## src/rtl/iir_pkg.sv

```systemverilog
// iir_pkg -- shared definitions for the all-pole IIR filter.
//   iir_state_e  : controller states (IDLE, MAC, NORM, OUT)
//   acc_width()  : accumulator width that cannot wrap for a given W, FRAC, N
//   round_const(): half-LSB constant added before the final right shift
package iir_pkg;

    typedef enum logic [1:0] {
        ST_IDLE = 2'd0,
        ST_MAC  = 2'd1,
        ST_NORM = 2'd2,
        ST_OUT  = 2'd3
    } iir_state_e;

    // x<<FRAC needs W+FRAC bits, each product 2W bits, N products add
    // clog2(N) bits of growth; one extra bit covers the mixed-sign sum.
    function automatic int acc_width(input int w, input int frac, input int n);
        return w + frac + w + $clog2(n) + 1;
    endfunction

    function automatic longint round_const(input int frac);
        return longint'(1) << (frac - 1);
    endfunction

endpackage

```

## src/rtl/iir_round_sat.sv

```systemverilog
// iir_round_sat -- combinational round-half-up and saturate.
//   acc      in   ACC_W  signed accumulator, FRAC fractional bits
//   sat_data out  W      signed rounded and clamped sample
//   sat_ovf  out  1      high when the clamp was applied
module iir_round_sat
    import iir_pkg::*;
#(
    parameter int W     = 16,
    parameter int FRAC  = 14,
    parameter int ACC_W = 51
) (
    input  logic signed [ACC_W-1:0] acc,
    output logic signed [W-1:0]     sat_data,
    output logic                    sat_ovf
);

    localparam logic signed [ACC_W-1:0] RND   = ACC_W'(round_const(FRAC));
    localparam logic signed [ACC_W-1:0] MAX_V = {{(ACC_W-W+1){1'b0}}, {(W-1){1'b1}}};
    localparam logic signed [ACC_W-1:0] MIN_V = ~MAX_V;

    logic signed [ACC_W-1:0] rounded;
    logic signed [ACC_W-1:0] shifted;

    // The accumulator has enough headroom that adding the half-LSB
    // cannot wrap; the arithmetic shift floors, so ties go toward +inf.
    assign rounded = acc + RND;
    assign shifted = rounded >>> FRAC;

    always_comb begin
        sat_data = shifted[W-1:0];
        sat_ovf  = 1'b0;
        if (shifted > MAX_V) begin
            sat_data = MAX_V[W-1:0];
            sat_ovf  = 1'b1;
        end else if (shifted < MIN_V) begin
            sat_data = MIN_V[W-1:0];
            sat_ovf  = 1'b1;
        end
    end

endmodule

```

## src/rtl/iir_allpole.sv

```systemverilog
// iir_allpole -- sequential all-pole IIR:
//   y[n] = sat(round((x[n]<<FRAC - sum_k a[k]*y[n-1-k]) >> FRAC))
// One multiplier is shared across the N coefficients, one product per cycle.
//   clock, reset        clock and synchronous active-high reset
//   in_data/in_valid/in_ready     input sample stream
//   coef                N signed coefficients, read live during MAC
//   out_data/out_valid/out_ready  output sample stream
//   busy                controller is not idle
//   ovf                 sticky saturation flag
//   state_dbg           current controller state
//
// Handshake: a transfer happens on a rising edge where valid and ready are
// both high. The producer holds data stable while valid is high and ready
// is low; out_valid never depends on out_ready, and in_ready and out_valid
// are never high together.
module iir_allpole
    import iir_pkg::*;
#(
    parameter int N    = 10,
    parameter int W    = 16,
    parameter int FRAC = 14
) (
    input  logic                clock,
    input  logic                reset,
    input  logic signed [W-1:0] in_data,
    input  logic                in_valid,
    output logic                in_ready,
    input  logic [N-1:0][W-1:0] coef,
    output logic signed [W-1:0] out_data,
    output logic                out_valid,
    input  logic                out_ready,
    output logic                busy,
    output logic                ovf,
    output logic [1:0]          state_dbg
);

    localparam int ACC_W = acc_width(W, FRAC, N);
    localparam int K_W   = (N > 1) ? $clog2(N) : 1;
    localparam logic [K_W-1:0] K_LAST = K_W'(N - 1);

    iir_state_e state_q, state_d;

    logic signed [ACC_W-1:0] acc_q, acc_d;
    logic [K_W-1:0]          k_q, k_d;
    logic [N-1:0][W-1:0]     hist_q, hist_d;  // hist_q[k] holds y[n-1-k]
    logic signed [W-1:0]     out_data_q, out_data_d;
    logic                    ovf_q, ovf_d;

    logic signed [W-1:0]     mac_coef;
    logic signed [W-1:0]     mac_hist;
    logic signed [2*W-1:0]   product;
    logic signed [ACC_W-1:0] prod_ext;
    logic signed [ACC_W-1:0] x_ext;
    logic signed [W-1:0]     sat_data;
    logic                    sat_ovf;

    // Single shared multiplier, indexed by the MAC step counter.
    assign mac_coef = coef[k_q];
    assign mac_hist = hist_q[k_q];
    assign product  = mac_coef * mac_hist;
    assign prod_ext = {{(ACC_W-2*W){product[2*W-1]}}, product};
    assign x_ext    = {{(ACC_W-W){in_data[W-1]}}, in_data};

    iir_round_sat #(
        .W     (W),
        .FRAC  (FRAC),
        .ACC_W (ACC_W)
    ) u_round_sat (
        .acc      (acc_q),
        .sat_data (sat_data),
        .sat_ovf  (sat_ovf)
    );

    // State register and datapath registers.
    always_ff @(posedge clock) begin
        if (reset) begin
            state_q    <= ST_IDLE;
            acc_q      <= '0;
            k_q        <= '0;
            hist_q     <= '0;
            out_data_q <= '0;
            ovf_q      <= 1'b0;
        end else begin
            state_q    <= state_d;
            acc_q      <= acc_d;
            k_q        <= k_d;
            hist_q     <= hist_d;
            out_data_q <= out_data_d;
            ovf_q      <= ovf_d;
        end
    end

    // Next-state logic.
    always_comb begin
        state_d = state_q;
        case (state_q)
            ST_IDLE: if (in_valid)        state_d = ST_MAC;
            ST_MAC:  if (k_q == K_LAST)   state_d = ST_NORM;
            ST_NORM:                      state_d = ST_OUT;
            ST_OUT:  if (out_ready)       state_d = ST_IDLE;
            default:                      state_d = ST_IDLE;
        endcase
    end

    // Outputs; handshake outputs are forced low while reset is asserted.
    always_comb begin
        in_ready  = (state_q == ST_IDLE) && !reset;
        out_valid = (state_q == ST_OUT) && !reset;
        busy      = (state_q != ST_IDLE) && !reset;
        out_data  = out_data_q;
        ovf       = ovf_q;
        state_dbg = state_q;
    end

    // Datapath next values.
    always_comb begin
        acc_d      = acc_q;
        k_d        = k_q;
        hist_d     = hist_q;
        out_data_d = out_data_q;
        ovf_d      = ovf_q;
        case (state_q)
            ST_IDLE: begin
                if (in_valid) begin
                    acc_d = x_ext <<< FRAC;
                    k_d   = '0;
                end
            end
            ST_MAC: begin
                acc_d = acc_q - prod_ext;
                k_d   = k_q + K_W'(1);
            end
            ST_NORM: begin
                out_data_d = sat_data;
                ovf_d      = ovf_q | sat_ovf;
            end
            ST_OUT: begin
                // History only advances once the output has been taken,
                // so an aborted sample never pollutes it.
                if (out_ready) begin
                    for (int i = N - 1; i > 0; i--) begin
                        hist_d[i] = hist_q[i-1];
                    end
                    hist_d[0] = out_data_q;
                end
            end
            default: begin
                acc_d = acc_q;
            end
        endcase
    end

endmodule

```

## config.mk

```make
export PLATFORM = sky130hd
export DESIGN_NAME = iir_allpole
export DESIGN_NICKNAME = d
export VERILOG_FILES = /design/src/rtl/iir_pkg.sv /design/src/rtl/iir_round_sat.sv /design/src/rtl/iir_allpole.sv
export SDC_FILE = /design/constraint.sdc
export NUM_CORES = 2
export LEC_CHECK = 0
export CELL_PAD_IN_SITES_DETAIL_PLACEMENT = 2
export CELL_PAD_IN_SITES_GLOBAL_PLACEMENT = 2
export CORE_MARGIN = 2
export CORE_UTILIZATION = 41
export DETAILED_ROUTE_END_ITERATION = 10
export PLACE_DENSITY = 0.94
export RECOVER_POWER = 100
export REMOVE_ABC_BUFFERS = 1
export SYNTH_ARGS = -nofsm -noshare
export SYNTH_HDL_FRONTEND = slang
export SYNTH_HIERARCHICAL = 1
export SYNTH_SLANG_ARGS = --single-unit
```

## constraint.sdc

```tcl
create_clock -name clock -period 14.86 [get_ports clock]
set_input_delay 2.229 -clock clock [delete_from_list [all_inputs] [get_ports clock]]
set_output_delay 2.229 -clock clock [all_outputs]
set_load 0.03 [all_outputs]
```

==> run metrics <==
Die Span Y 260 um; highest-count cells in the layout ignoring fill and taps 593 x sky130_fd_sc_hd__inv_1, 485 x sky130_fd_sc_hd__nand2_1, 398 x sky130_fd_sc_hd__fa_1; leading cell type in the layout, fill and taps excluded sky130_fd_sc_hd__inv_1; launch instance of the worst min-delay path hist_q[82]; setup TNS after final layout 0 ns; cell class contributing the biggest share of worst-path delay adder cells; number of remaining DRC errors 0; final number of max-transition violations 454; total congestion overflow 0; final RePlAce weighted congestion 0.922; most used flip-flop cell after synthesis sky130_fd_sc_hd__dfxtp_1; clock buffers created by TritonCTS 28; worst hold path endpoint hist_q[98]; combined area of all synthesized cells 0.0268 mm2; synthesized netlist cell count 3,106; NumNets Final 3,916; share of post-route cells with drive strength above 1 5.47%; Tmin final 12.98 ns; number of buffers added for setup after CTS 0; via/cell ratio 6.21; worst hold stages 2; number of iterations in the first detailed-routing pass 6; H-tree depth 1; crit path capture type register; worst slew pin tran 4.65 ns; per-cell routed wire length 32.7 um; Setup CP Type reg2reg; starting density of the core 41.5%; remaining antenna violation count after routing 0; Pleak 0.0126 uW; peak fanout along the critical path 41; areal power density over the cells 151 mW/mm2; Worst EP required 15.15 ns; setup repair after global routing missed its margin no; hold violation total from the final report 0; Most Frequent Cell on Critical Path sky130_fd_sc_hd__fa_1; share of synthesized registers carrying an async set or reset 0%; vias 25,453; class of the tightest hold or removal check reg2reg; Iter 0 DRT Violations 2,150; clock transition at the register clock pins on the worst setup and hold paths after CTS 0.07 ns; slack of the worst reg-to-reg path 1.88 ns; number of buffers and inverters on the critical path 5; worst-case reg-to-reg path depth 25; # setup viols final 0; worst hold slack 0.460 ns; CTS sink count 234; average cell area after synthesis 8.63 um2; clock skew after layout 0.0490 ns; critical-path cell with the highest stage delay sky130_fd_sc_hd__dfxtp_1; violated checks max-capacitance violations, max-slew violations; FP Rows 93; worst-case headroom to the max-slew limit -210%; CTS tree yes; Detailed Route WL 134,000 um; pin count of the biggest net entering global routing 107; startpoint of the worst-slack reg-to-reg timing path k_q[1]; post-synthesis cell type count 77; # IOs 202; startpoint type of the worst setup path register; floorplan die width 260 um; final standard cell count with taps included and fillers excluded 4,097; Clock Path Buffers 3; worst IR drop on VDD 0.113 mV; first-pass GRT wire length 199,000 um; number of warnings reported in the yosys synthesis log 6; number of instances resized during post-cts repair 0; Die Footprint 0.0674 mm2; Cell Count Post-Placement 4,042; HPWL after DPL 92,800 um; outcome finished, violations left; cts hold-fix bufs 0; flop and latch count out of synthesis 234; Fillers 6,992; area added between synthesis and finish 13.6%; Root Buffer Master sky130_fd_sc_hd__clkbuf_16; placeable core area 0.0646 mm2; largest incremental delay on the critical path 1.51 ns; insertion delay to the later sink of the worst-skew pair 0.64 ns; count of buffers inserted at the top-level ports 201; Period Utilization, post-route 87.4%; number of enable-type register cells in the synthesized netlist 0; initial antenna violation count 8; sequential-to-total area share from yosys stat 17.5%; number of global-route vias before repair 30,434; Peak Freq 77.0 MHz; endpoint of the worst-slack reg-to-reg timing path acc_q[34]; arrival time at the worst endpoint 13.28 ns; max-cap violations 7; overall routing resource usage 40.2%
-- routing by layer --
layer,global-route usage (%),vias to the layer above,wire length [um]
met5,0,-,50
met4,34.3,8,13600
met3,11.2,809,11200
met2,68.1,1595,65000
met1,41.0,12949,44300
li1,-,10092,-
-- logic make-up (layout without fill, tap and decap cells) --
| family | after synthesis | after routing | share of synthesized area [%] |
|---|---|---|---|
| AND/OR/NAND/NOR | 874 | 874 | 13.6 |
| flip-flops | 234 | 234 | 17.5 |
| AO/OA/AOI/OAI | 497 | 497 | 11.6 |
| multiplexers | 147 | 147 | 8.49 |
| other | 0 | 4 | 0 |
| XOR/XNOR | 86 | 86 | 2.81 |
| buffers and inverters | 749 | 881 | 10.7 |
| adder cells (fa/ha/maj) | 519 | 519 | 35.4 |
-- final cells by class --
| class | instances | area (um2) | share of cell area [%] |
|---|---|---|---|
| inverter | 595 | 2230 | 7.34 |
| clock inverter | 7 | 62.6 | 0.206 |
| sequential | 234 | 4690 | 15.4 |
| timing repair buffer | 235 | 2250 | 7.39 |
| tap | 855 | 1070 | 3.51 |
| antenna | 4 | 10.0 | 0.0329 |
| multi-input combinational | 2123 | 19300 | 63.3 |
| clock buffer | 44 | 861 | 2.83 |
-- through the flow --
step | instance area [um2] | setup WS [ns] | total power (uW) | util (%)
detailed placement | 29600 | 3.59 | 3650 | 45.8
global route | 30400 | 1.40 | 4770 | 47.1
global placement | 29600 | 4.25 | 3350 | 45.8
finish | 30400 | 1.88 | 4610 | 47.1
CTS | 30500 | 3.85 | 4480 | 47.2
floorplan | 26200 | 2.97 | 2620 | -
-- flip-flops by register name (all words and copies together), names as in the netlist --
register and cells:
k_q 4, acc_q 51, state_dbg 2, hist_q 160, out_data 16, ovf 1
-- synthesized netlist by cell type, drive strengths merged (10+ instances only) --
master	instances	area [um2]
dfxtp	234	4680
a21o	38	285
o21ai	51	267
and2	14	87.6
nor2	245	927
inv	595	2230
nor3	18	95.1
o22a	22	193
nand2	487	1830
ha	121	1510
fa	398	7970
a31oi	12	75.1
a21oi	242	1210
and3	12	76.3
o22ai	40	250
a222oi	12	120
xnor2	60	526
a22oi	16	125
xor2	26	228
mux2i	81	811
clkbuf	125	469
mux4	64	1440
nand3	36	193
or2	10	62.6
nand4	19	134
buf	29	154
-- report_power, final --
part / leakage [uW] / internal (uW) / switching [uW] / total (uW)
registers: 0.00189 / 686 / 130 / 816
logic: 0.0102 / 1050 / 2020 / 3070
clock network: 0.000455 / 397 / 327 / 725
total: 0.0126 / 2140 / 2470 / 4610
-- how the worst max path moves through the flow --
| stage | start | endpoint | cells after the start |
|---|---|---|---|
| final | k_q[1] | acc_q[34] | 25 |
| after global routing | k_q[1] | acc_q[38] | 25 |
| after CTS | coef[31] | acc_q[41] | 27 |
| after detailed placement | coef[63] | acc_q[41] | 27 |
| after global placement | coef[23] | acc_q[47] | 25 |
| after floorplan | k_q[0] | acc_q[44] | 24 |
-- worst register-to-register path, cell delays in order, from the launching register on --
cell	delay [ns]
sky130_fd_sc_hd__dfxtp_1	1.51
sky130_fd_sc_hd__buf_4	0.77
sky130_fd_sc_hd__nor2_1	0.14
sky130_fd_sc_hd__nand2_1	0.76
sky130_fd_sc_hd__o22a_1	0.97
sky130_fd_sc_hd__or2_2	0.31
sky130_fd_sc_hd__inv_1	0.07
sky130_fd_sc_hd__fa_1	0.64
sky130_fd_sc_hd__fa_1	1.01
sky130_fd_sc_hd__fa_1	0.53
sky130_fd_sc_hd__inv_1	0.37
sky130_fd_sc_hd__fa_1	0.79
sky130_fd_sc_hd__fa_1	0.64
sky130_fd_sc_hd__inv_1	0.06
sky130_fd_sc_hd__fa_1	0.57
sky130_fd_sc_hd__inv_1	0.07
sky130_fd_sc_hd__ha_1	0.42
sky130_fd_sc_hd__a21oi_1	0.28
sky130_fd_sc_hd__nand2_1	0.07
sky130_fd_sc_hd__or3_1	0.32
sky130_fd_sc_hd__o21ai_0	0.65
sky130_fd_sc_hd__o22ai_1	0.45
sky130_fd_sc_hd__a221oi_2	0.61
sky130_fd_sc_hd__xnor2_1	0.14
sky130_fd_sc_hd__a221oi_1	0.37
sky130_fd_sc_hd__nor2_1	0.11
Note: power is estimated with default switching activity, not from simulation.
